## config.mk

```make
export PLATFORM = sky130hd
export DESIGN_NAME = bd_dn_arbiter
export DESIGN_NICKNAME = d
export VERILOG_FILES = /design/src/rtl/bd_dn_arbiter.sv
export SDC_FILE = /design/constraint.sdc
export NUM_CORES = 1
export LEC_CHECK = 0
export ABC_AREA = 1
export BUFFER_PORTS_ARGS = -buffer_cell sky130_fd_sc_hd__buf_4
export CAP_MARGIN = 25
export CORE_MARGIN = 3
export CORE_UTILIZATION = 38
export DETAILED_ROUTE_END_ITERATION = 8
export GPL_TIMING_DRIVEN = 0
export PLACE_DENSITY = 0.73
export SETUP_SLACK_MARGIN = 0.2
export SLEW_MARGIN = 30
export SYNTH_ARGS = -nofsm -noshare
export SYNTH_HDL_FRONTEND = slang
export SYNTH_SLANG_ARGS = --single-unit
```

## constraint.sdc

```tcl
create_clock -name clk -period 7 [get_ports clk]
set_clock_uncertainty 0.1 [all_clocks]
set_input_delay 0 -clock clk [delete_from_list [all_inputs] [get_ports clk]]
set_output_delay 0 -clock clk [all_outputs]
set_load 0.005 [all_outputs]
```

## src/rtl/bd_dn_arbiter.sv

```systemverilog
// bd_dn_arbiter: round-robin, packet-atomic merge of NUM_IN downstream word
// channels onto the single registered BD downstream channel.
//
// state   | meaning
// --------+---------------------------------------------------------------
// IDLE    | no message in flight; scan in_valid starting at ptr
// LOCKED  | mid-message; only requester gnt is served until it sends last
//
// Ports:
//   clk, reset (async, active-low)
//   in_valid/in_ready/in_last [NUM_IN], in_data [NUM_IN*N] (req i at i*N)
//   out_valid/out_ready, out_data [N], out_src [SW], out_last
//   busy : LOCKED or output register occupied
module bd_dn_arbiter #(
  parameter int NUM_IN = 4,
  parameter int N      = 21,
  parameter int SW     = $clog2(NUM_IN)
) (
  input  logic              clk,
  input  logic              reset,
  input  logic [NUM_IN-1:0] in_valid,
  output logic [NUM_IN-1:0] in_ready,
  input  logic [NUM_IN*N-1:0] in_data,
  input  logic [NUM_IN-1:0] in_last,
  output logic              out_valid,
  input  logic              out_ready,
  output logic [N-1:0]      out_data,
  output logic [SW-1:0]     out_src,
  output logic              out_last,
  output logic              busy
);

  typedef enum logic {ST_IDLE, ST_LOCKED} state_t;

  state_t        state_q, state_d;
  logic [SW-1:0] gnt_q, gnt_d;
  logic [SW-1:0] ptr_q, ptr_d;
  logic          out_valid_q, out_valid_d;
  logic [N-1:0]  out_data_q, out_data_d;
  logic [SW-1:0] out_src_q, out_src_d;
  logic          out_last_q, out_last_d;

  logic          load;
  logic [SW-1:0] cand;
  logic          cand_found;
  logic [SW-1:0] sel;
  logic          sel_ok;
  logic [N-1:0]  sel_data;
  logic          sel_last;
  logic [SW-1:0] sel_next;
  logic          xfer;

  assign load = !out_valid_q || out_ready;

  // Scan from the far end back toward ptr so the nearest valid requester
  // (in modulo order from ptr) is the last one written and wins.
  always_comb begin
    cand       = '0;
    cand_found = 1'b0;
    for (int k = NUM_IN - 1; k >= 0; k--) begin
      int idx;
      idx = int'(ptr_q) + k;
      if (idx >= NUM_IN) idx = idx - NUM_IN;
      if (in_valid[idx]) begin
        cand       = SW'(idx);
        cand_found = 1'b1;
      end
    end
  end

  always_comb begin
    sel      = (state_q == ST_LOCKED) ? gnt_q : cand;
    sel_ok   = (state_q == ST_LOCKED) ? 1'b1  : cand_found;
    sel_data = '0;
    sel_last = 1'b0;
    for (int i = 0; i < NUM_IN; i++) begin
      if (SW'(i) == sel) begin
        sel_data = in_data[i*N +: N];
        sel_last = in_last[i];
      end
    end
    sel_next = (sel == SW'(NUM_IN - 1)) ? '0 : sel + SW'(1);
  end

  // While locked, ready is offered to gnt even if it is not valid; only a
  // valid gnt word actually transfers.
  always_comb begin
    in_ready = '0;
    if (reset && sel_ok && load) in_ready[sel] = 1'b1;
  end

  assign xfer = reset && sel_ok && load && in_valid[sel];

  always_comb begin
    state_d     = state_q;
    gnt_d       = gnt_q;
    ptr_d       = ptr_q;
    out_valid_d = out_valid_q;
    out_data_d  = out_data_q;
    out_src_d   = out_src_q;
    out_last_d  = out_last_q;
    if (xfer) begin
      out_valid_d = 1'b1;
      out_data_d  = sel_data;
      out_src_d   = sel;
      out_last_d  = sel_last;
      if (sel_last) begin
        state_d = ST_IDLE;
        ptr_d   = sel_next;
      end else begin
        state_d = ST_LOCKED;
        gnt_d   = sel;
      end
    end else if (out_ready) begin
      out_valid_d = 1'b0;
    end
  end

  always_ff @(posedge clk or negedge reset) begin
    if (!reset) begin
      state_q     <= ST_IDLE;
      gnt_q       <= '0;
      ptr_q       <= '0;
      out_valid_q <= 1'b0;
      out_data_q  <= '0;
      out_src_q   <= '0;
      out_last_q  <= 1'b0;
    end else begin
      state_q     <= state_d;
      gnt_q       <= gnt_d;
      ptr_q       <= ptr_d;
      out_valid_q <= out_valid_d;
      out_data_q  <= out_data_d;
      out_src_q   <= out_src_d;
      out_last_q  <= out_last_d;
    end
  end

  assign out_valid = out_valid_q;
  assign out_data  = out_data_q;
  assign out_src   = out_src_q;
  assign out_last  = out_last_q;
  assign busy      = (state_q == ST_LOCKED) || out_valid_q;

endmodule

```

==> qor.yml, run 1 <==
status:
  outcome: "complete, no violations"
setup_path:
  required_ps: 7090
  regToRegSetupSlack_ps: 3590
  timing.critical_path.mode_cell: "nand2_1"
  r2r-end: "out_data[9]"
  cp_max_fo: 10
  timing.rr.start: "ptr_q[0]"
  worstSetupEndpointType: "flip-flop"
  crit_slowest_cell: "clkbuf_1"
  crit_type: "flip-flop to flip-flop"
  cp.arrival_ps: 3500
  critPathTopFamily: "simple AND/OR/NAND/NOR gates"
  start_kind: "flip-flop"
  worst-path-buf-inv: 3
  ff2ff_path_depth: 16
  critPathMaxStageDelay_ps: 440
  crit_chain: "buf_6, o21ai_1, nand2_1, nand3_1, nand2_1, nand2_1, nand3_2, nand2_4, inv_1, ha_1, nor2_1, clkbuf_1, a22oi_1, o21ai_0, mux2i_1, o21ai_0"
timing:
  worst_pin_slew_ps: 746
  setup_slack_ps: 3590
  setup_violations: 0
  timing.fmax_ghz: 0.294
  rsz0062_at_grt: "false"
  hold_violations: 0
  fin_crit_sh: 0.487
  slew_headroom: 0.502
  tns_ps: 0
  fin_crit_ps: 3410
  drv_slew: 0
routing:
  via_per_inst: 5.09
  drtIter0Drc: 115
  drt_wl_total_um: 7590
  firstDrtPassIters: 5
  via_count: 2557
  ant_nets: 0
  wl_per_cell_um: 15.1
  route.detailed.drc: 0
yosys:
  ys_seq_elements: 30
  yosys_warnings: 0
  synthesis.nets: 376
  synthDistinctLibCells: 24
  synth_cells: 277
  synth_seq_area_share: 0.349
  synth_area_um2: 2150
  avgSynthCellArea_um2: 7.77
floorplanning:
  dieArea_um2: 6610
  row_count: 26
  dieWidth_um: 81.3
  core_area_um2: 5300
  ioPinCount: 125
  initial_utilization: 0.406
  die_h_um: 81.3
cts:
  ctsHtreeMaxLevel: 2
  cts_setup_buffers: 0
  clk_latency_ps: 280
  cts.sinks: 30
  clockRootBuffer: "clkbuf_8"
  clk_pin_slew_ps: 70
  cts_buffer_depth: 2
  cts_tree: "done"
  cts_buffers: 5
placed_design:
  hpwl_um: 5730
  post-place-ws_ps: 3770
  placed_cells_incl_taps: 471
  io_buffers: 124
  gp_congestion: 0.873
flow_run:
  cap_violations: 0
grt:
  antenna_found_initial: 0
  grt_usage: 0.230
  gr-total-overflow: 0
  grt_pass1_wl_um: 11600
  grt_pass1_vias: 2488
  grt_max_degree: 32
cells_and_area:
  areaGrowthSynthToFinish_pct: 63.0
  fin_cells: 502
  num_antenna_cells: 0
  layout-drive-gt1-share: 0.377
  post-route-util: 0.662
  final_nets: 530
pwr:
  ir_drop_v: 0.000303
  power.total_uw: 1620
  power_density_nw_per_um2: 462
  p_leak_uw: 0.00173
min_path:
  min_to: "out_data[18]"
  hold_depth: 5
  hp-start: "in_data[60]"
  hp-class: "input port to flip-flop"
-- power by group --
group / switching (uW) / total [uW] / internal (uW)
clock: 66.7 / 171 / 105
sequential: 44.4 / 294 / 249
combinational: 682 / 1160 / 475
-- worst max-delay path by stage --
stage	from	to	slack, ps	cells after the start
after detailed placement	ptr_q[0]	out_data[17]	3770	16
after floorplan	ptr_q[0]	state_q	4330	18
after global routing	ptr_q[0]	out_data[9]	3290	16
final	ptr_q[0]	out_data[9]	3590	16
after CTS	ptr_q[0]	out_data[9]	3680	16
after global placement	ptr_q[0]	ptr_q[0]	3810	18
-- layout by cell type (no fill, tap or decap), drive strengths merged, types with 10 or more instances in the layout --
| master | synthesis | layout |
|---|---|---|
| o21ai | 50 | 50 |
| nand3 | 15 | 15 |
| nand2 | 81 | 81 |
| clkbuf | 13 | 18 |
| a22oi | 22 | 22 |
| nor2 | 10 | 10 |
| buf | 5 | 129 |
| dlygate4sd3 | 0 | 23 |
| mux2i | 21 | 21 |
| dfrtp | 30 | 30 |
| inv | 17 | 17 |
-- per-layer routing --
layer,vias to the layer above,GRT usage,share of wire
li1,1257,-,-
met2,107,0.403,0.52
met4,0,0.0777,0.023
met1,1175,0.271,0.39
met3,18,0.0576,0.066
met5,-,0,0
-- worst min-delay path: stages --
cell,delay [ps]
buf_4,70
nand2_1,40
o21ai_0,70
mux2i_1,80
o21ai_2,120
-- registers in the layout (all words and copies together) (netlist names) --
name       cells
out_data      21
gnt_q          2
out_src        2
ptr_q          2
out_last       1
out_valid      1
state_q        1
-- synthesized netlist by cell type --
cell type	number	area share
a22oi_1	22	0.077
and3_1	1	0.0029
buf_2	2	0.0046
buf_6	3	0.016
clkbuf_1	12	0.021
clkbuf_2	1	0.0023
dfrtp_1	30	0.35
ha_1	4	0.023
inv_1	16	0.028
inv_2	1	0.0017
mux2i_1	21	0.098
nand2_1	74	0.13
nand2_2	4	0.012
nand2_4	3	0.016
nand3_1	12	0.028
nand3_2	3	0.014
nand4_1	4	0.012
nor2_1	10	0.017
o211ai_1	1	0.0035
o21ai_0	37	0.086
o21ai_1	1	0.0023
o21ai_2	12	0.049
or2_2	2	0.0058
xnor2_1	1	0.0041
-- per-stage QoR --
stage,area (um^2),hold WS [ps]
floorplan,2150,-396
global placement,3170,-148
detailed placement,3170,-142
CTS,3510,32.1
global route,3510,69.9
finish,3510,41.1
-- area by class of cell --
cell class / instances / area (um^2)
Sequential cell: 30 / 751
Clock inverter: 3 / 40.0
Multi-Input combinational cell: 212 / 1240
Buffer: 18 / 93.8
Tap cell: 70 / 87.6
Timing Repair Buffer: 147 / 1160
Inverter: 17 / 63.8
Fill cell: 438 / 1790
Clock buffer: 5 / 68.8
-- cells by family (layout without fill, tap and decap cells) --
| family | count (synthesis) | count (layout) | synth area share |
|---|---|---|---|
| flops | 30 | 30 | 0.349 |
| fa+ha+maj | 4 | 4 | 0.0232 |
| mux | 21 | 21 | 0.0976 |
| xor+xnor | 1 | 1 | 0.00407 |
| compound gates | 73 | 73 | 0.217 |
| simple gates | 113 | 113 | 0.236 |
| buf+inv | 35 | 190 | 0.0732 |
-- timing repair --
| item | 4_1_cts | 5_1_grt |
|---|---|---|
| hold buffers | 23 | 0 |
| hold endpoints to repair | 52 | 0 |
| resized for setup | 0 | 0 |
Note: power is estimated with default switching activity, not from simulation.
==> run 2, diff against run 1 <==
==> constraint.sdc (replaced) <==
create_clock -name clk -period 3.6 [get_ports clk]
set_clock_uncertainty 0.1 [all_clocks]
set_input_delay 0 -clock clk [delete_from_list [all_inputs] [get_ports clk]]
set_output_delay 0 -clock clk [all_outputs]
set_load 0.005 [all_outputs]
==> run 2 against run 1 <==
Effect of this change: fmax increased by 9.0%; combinational power increased by 96%; largest power group unchanged; critical endpoint unchanged; cell count unchanged; flip-flop and latch count unchanged; cell area increased by 0.21%; first-iteration DRC count increased by 26%; worst setup slack got worse by 3100 ps; sequential power increased by 94%; register-to-register slack got worse by 3100 ps; count of clock-buffer cells in the layout unchanged; routed wire length about the same; via count decreased by 0.59%; critical path type unchanged.
==> qor.yml, run 2 (same netlist as run 1, synthesis figures left out) <==
routing:
  wl_per_cell_um: 15.1  # about the same
  firstDrtPassIters: 4  # -1
  via_count: 2542  # -0.59%
  route.detailed.drc: 0  # unchanged
  via_per_inst: 5.06  # -0.59%
  ant_nets: 0  # unchanged
  drtIter0Drc: 145  # +26%
  drt_wl_total_um: 7590  # about the same
cells_and_area:
  areaGrowthSynthToFinish_pct: 63.4
  num_antenna_cells: 0  # unchanged
  fin_cells: 502  # unchanged
  post-route-util: 0.664  # +0.00142
  layout_commonest_cell: "buf_4"
  largest_register_ffs: 21  # unchanged
  final_cell_mix: "124 x buf_4, 74 x nand2_1, 36 x o21ai_0"
  layout-drive-gt1-share: 0.389  # +0.0116
  final_nets: 530  # unchanged
cts:
  cts_tree: "done"
  cts.sinks: 30  # unchanged
  clockRootBuffer: "clkbuf_8"
  ctsHtreeMaxLevel: 2  # unchanged
  cts_buffer_depth: 2  # unchanged
  clk_pin_slew_ps: 70  # about the same
  cts_setup_buffers: 0  # unchanged
  clk_latency_ps: 280  # about the same
  cts_buffers: 5  # unchanged
floorplanning:
  ioPinCount: 125  # unchanged
  die_h_um: 81.3  # unchanged
  row_count: 26  # unchanged
  core_area_um2: 5300  # unchanged
  dieWidth_um: 81.3  # unchanged
  initial_utilization: 0.406  # unchanged
  dieArea_um2: 6610  # unchanged
pwr:
  ir_drop_v: 0.000609  # +100%
  pwr-share-clk: 0.105  # about the same
  power_switching_uw: 1550  # +95%
  power_density_nw_per_um2: 901  # +95%
  swShare: 0.488  # -0.00107
  p_int_uw: 1620  # +96%
  p_leak_uw: 0.00174  # +0.78%
  power_frac_seq: 0.180  # about the same
  p_comb_frac: 0.715  # +0.002
setup_path:
  timing.critical_path.mode_cell: "nand2_1"
  start_kind: "flip-flop"
  crit_chain: "buf_6, o21ai_1, nand2_1, nand3_1, nand2_1, nand2_1, nand3_2, nand2_4, inv_1, ha_1, nor2_2, clkbuf_2, a22oi_1, o21ai_0, mux2i_1, o21ai_0"
  cp_max_fo: 10  # unchanged
  cp.arrival_ps: 3220  # -280 ps
  critPathMaxStageDelay_ps: 410  # -30 ps
  required_ps: 3690  # -3400 ps
  worstSetupEndpointType: "flip-flop"
  crit_type: "flip-flop to flip-flop"
  crit_slowest_cell: "dfrtp_1"
timing:
  fin_crit_ps: 3120  # -282 ps
  setup_violations: 0  # unchanged
  hold_ws_ps: 39.8  # -1.35 ps
  rsz0062_at_grt: "true"
  worst_pin_slew_ps: 500  # -246 ps
  drv_slew: 0  # unchanged
  timing.fmax_ghz: 0.320  # +9.0%
  slew_headroom: 0.667  # +0.164
  hold_violations: 0  # unchanged
  setup_slack_ps: 476  # -3120 ps
  fin_crit_sh: 0.868  # +0.381
  tns_ps: 0  # unchanged
placed_design:
  placed_cells_incl_taps: 471  # unchanged
  hpwl_um: 5730  # unchanged
  gp_congestion: 0.873  # unchanged
  post-place-ws_ps: 365  # -3400 ps
  io_buffers: 124  # unchanged
grt:
  gr-total-overflow: 0  # unchanged
  grt_max_degree: 32  # unchanged
  antenna_found_initial: 0  # unchanged
  grt_pass1_wl_um: 11600  # unchanged
  grt_pass1_vias: 2488  # unchanged
  grt_usage: 0.230  # unchanged
flow_run:
  cap_violations: 0  # unchanged
status:
  outcome: "complete, no violations"
min_path:
  hp-class: "input port to flip-flop"
## run 2: cell types whose count changed in the layout (fill, tap and decap cells not counted)
| cell | previous run | this run |
|---|---|---|
| buf_2 | 2 | 3 |
| clkbuf_1 | 12 | 8 |
| clkbuf_2 | 1 | 4 |
| nor2_1 | 10 | 9 |
| nor2_2 | 0 | 1 |
| o21ai_0 | 37 | 36 |
| o21ai_1 | 1 | 2 |
## run 2: power groups by stage
stage | Combinational (uW) | Clock (uW) | Sequential (uW)
after detailed placement | 2200 | 0 | 574
final | 2270 | 333 | 570
after global placement | 2150 | 0 | 569
after CTS | 2230 | 335 | 570
after global routing | 2530 | 355 | 586
after floorplan | 1510 | 0 | 575
## run 2: worst max-delay path: cells and delay by family, from the launching register on
| kind | cells | cell delay, ps |
|---|---|---|
| flops | 1 | 410 |
| fa+ha+maj | 1 | 320 |
| compound gates | 4 | 700 |
| simple gates | 7 | 850 |
| buf+inv | 3 | 550 |
| mux | 1 | 110 |
## run 2: through the flow
| stage | area (um^2) | total power (uW) |
|---|---|---|
| floorplan | 2150 | 2080 |
| global placement | 3170 | 2720 |
| detailed placement | 3170 | 2770 |
| CTS | 3510 | 3140 |
| global route | 3520 | 3470 |
| finish | 3520 | 3170 |
## run 2: timing repair
item / in CTS / in global routing
hold buffers: 23 / 0
endpoints found under the setup margin: 0 / 27
gates resized for setup: 0 / 11
endpoints found under the hold margin: 52 / 0
## run 2: layout make-up
class | instances | area [um^2]
fill | 438 | 1780
timing repair buffer | 147 | 1160
multi-input combinational | 212 | 1250
sequential | 30 | 751
clock inverter | 3 | 40.0
inverter | 17 | 63.8
tap | 70 | 87.6
clock buffer | 5 | 68.8
buffer | 18 | 98.8
## run 2: path summary, 6_finish.rpt
| check | start | endpoint | slack, ps | depth (start not counted) |
|---|---|---|---|---|
| max | ptr_q[0] | out_data[9] | 480 | 16 |
| min | in_data[60] | out_data[18] | 40 | 5 |
| max reg2reg | ptr_q[0] | out_data[9] | 480 | 16 |
| min reg2reg | out_last | out_last | 380 | 2 |
| max in group asynchronous | reset | out_data[18] | 2990 | 2 |
| min in group asynchronous | reset | out_data[7] | 90 | 2 |
## run 2: routing by layer
layer  vias to the layer above  part of all wire  GRT usage
met5                         -                 0          0
met4                         0             0.021     0.0777
met3                        16             0.061     0.0576
met2                        87              0.53      0.403
met1                      1186              0.39      0.271
li1                       1253                 -          -
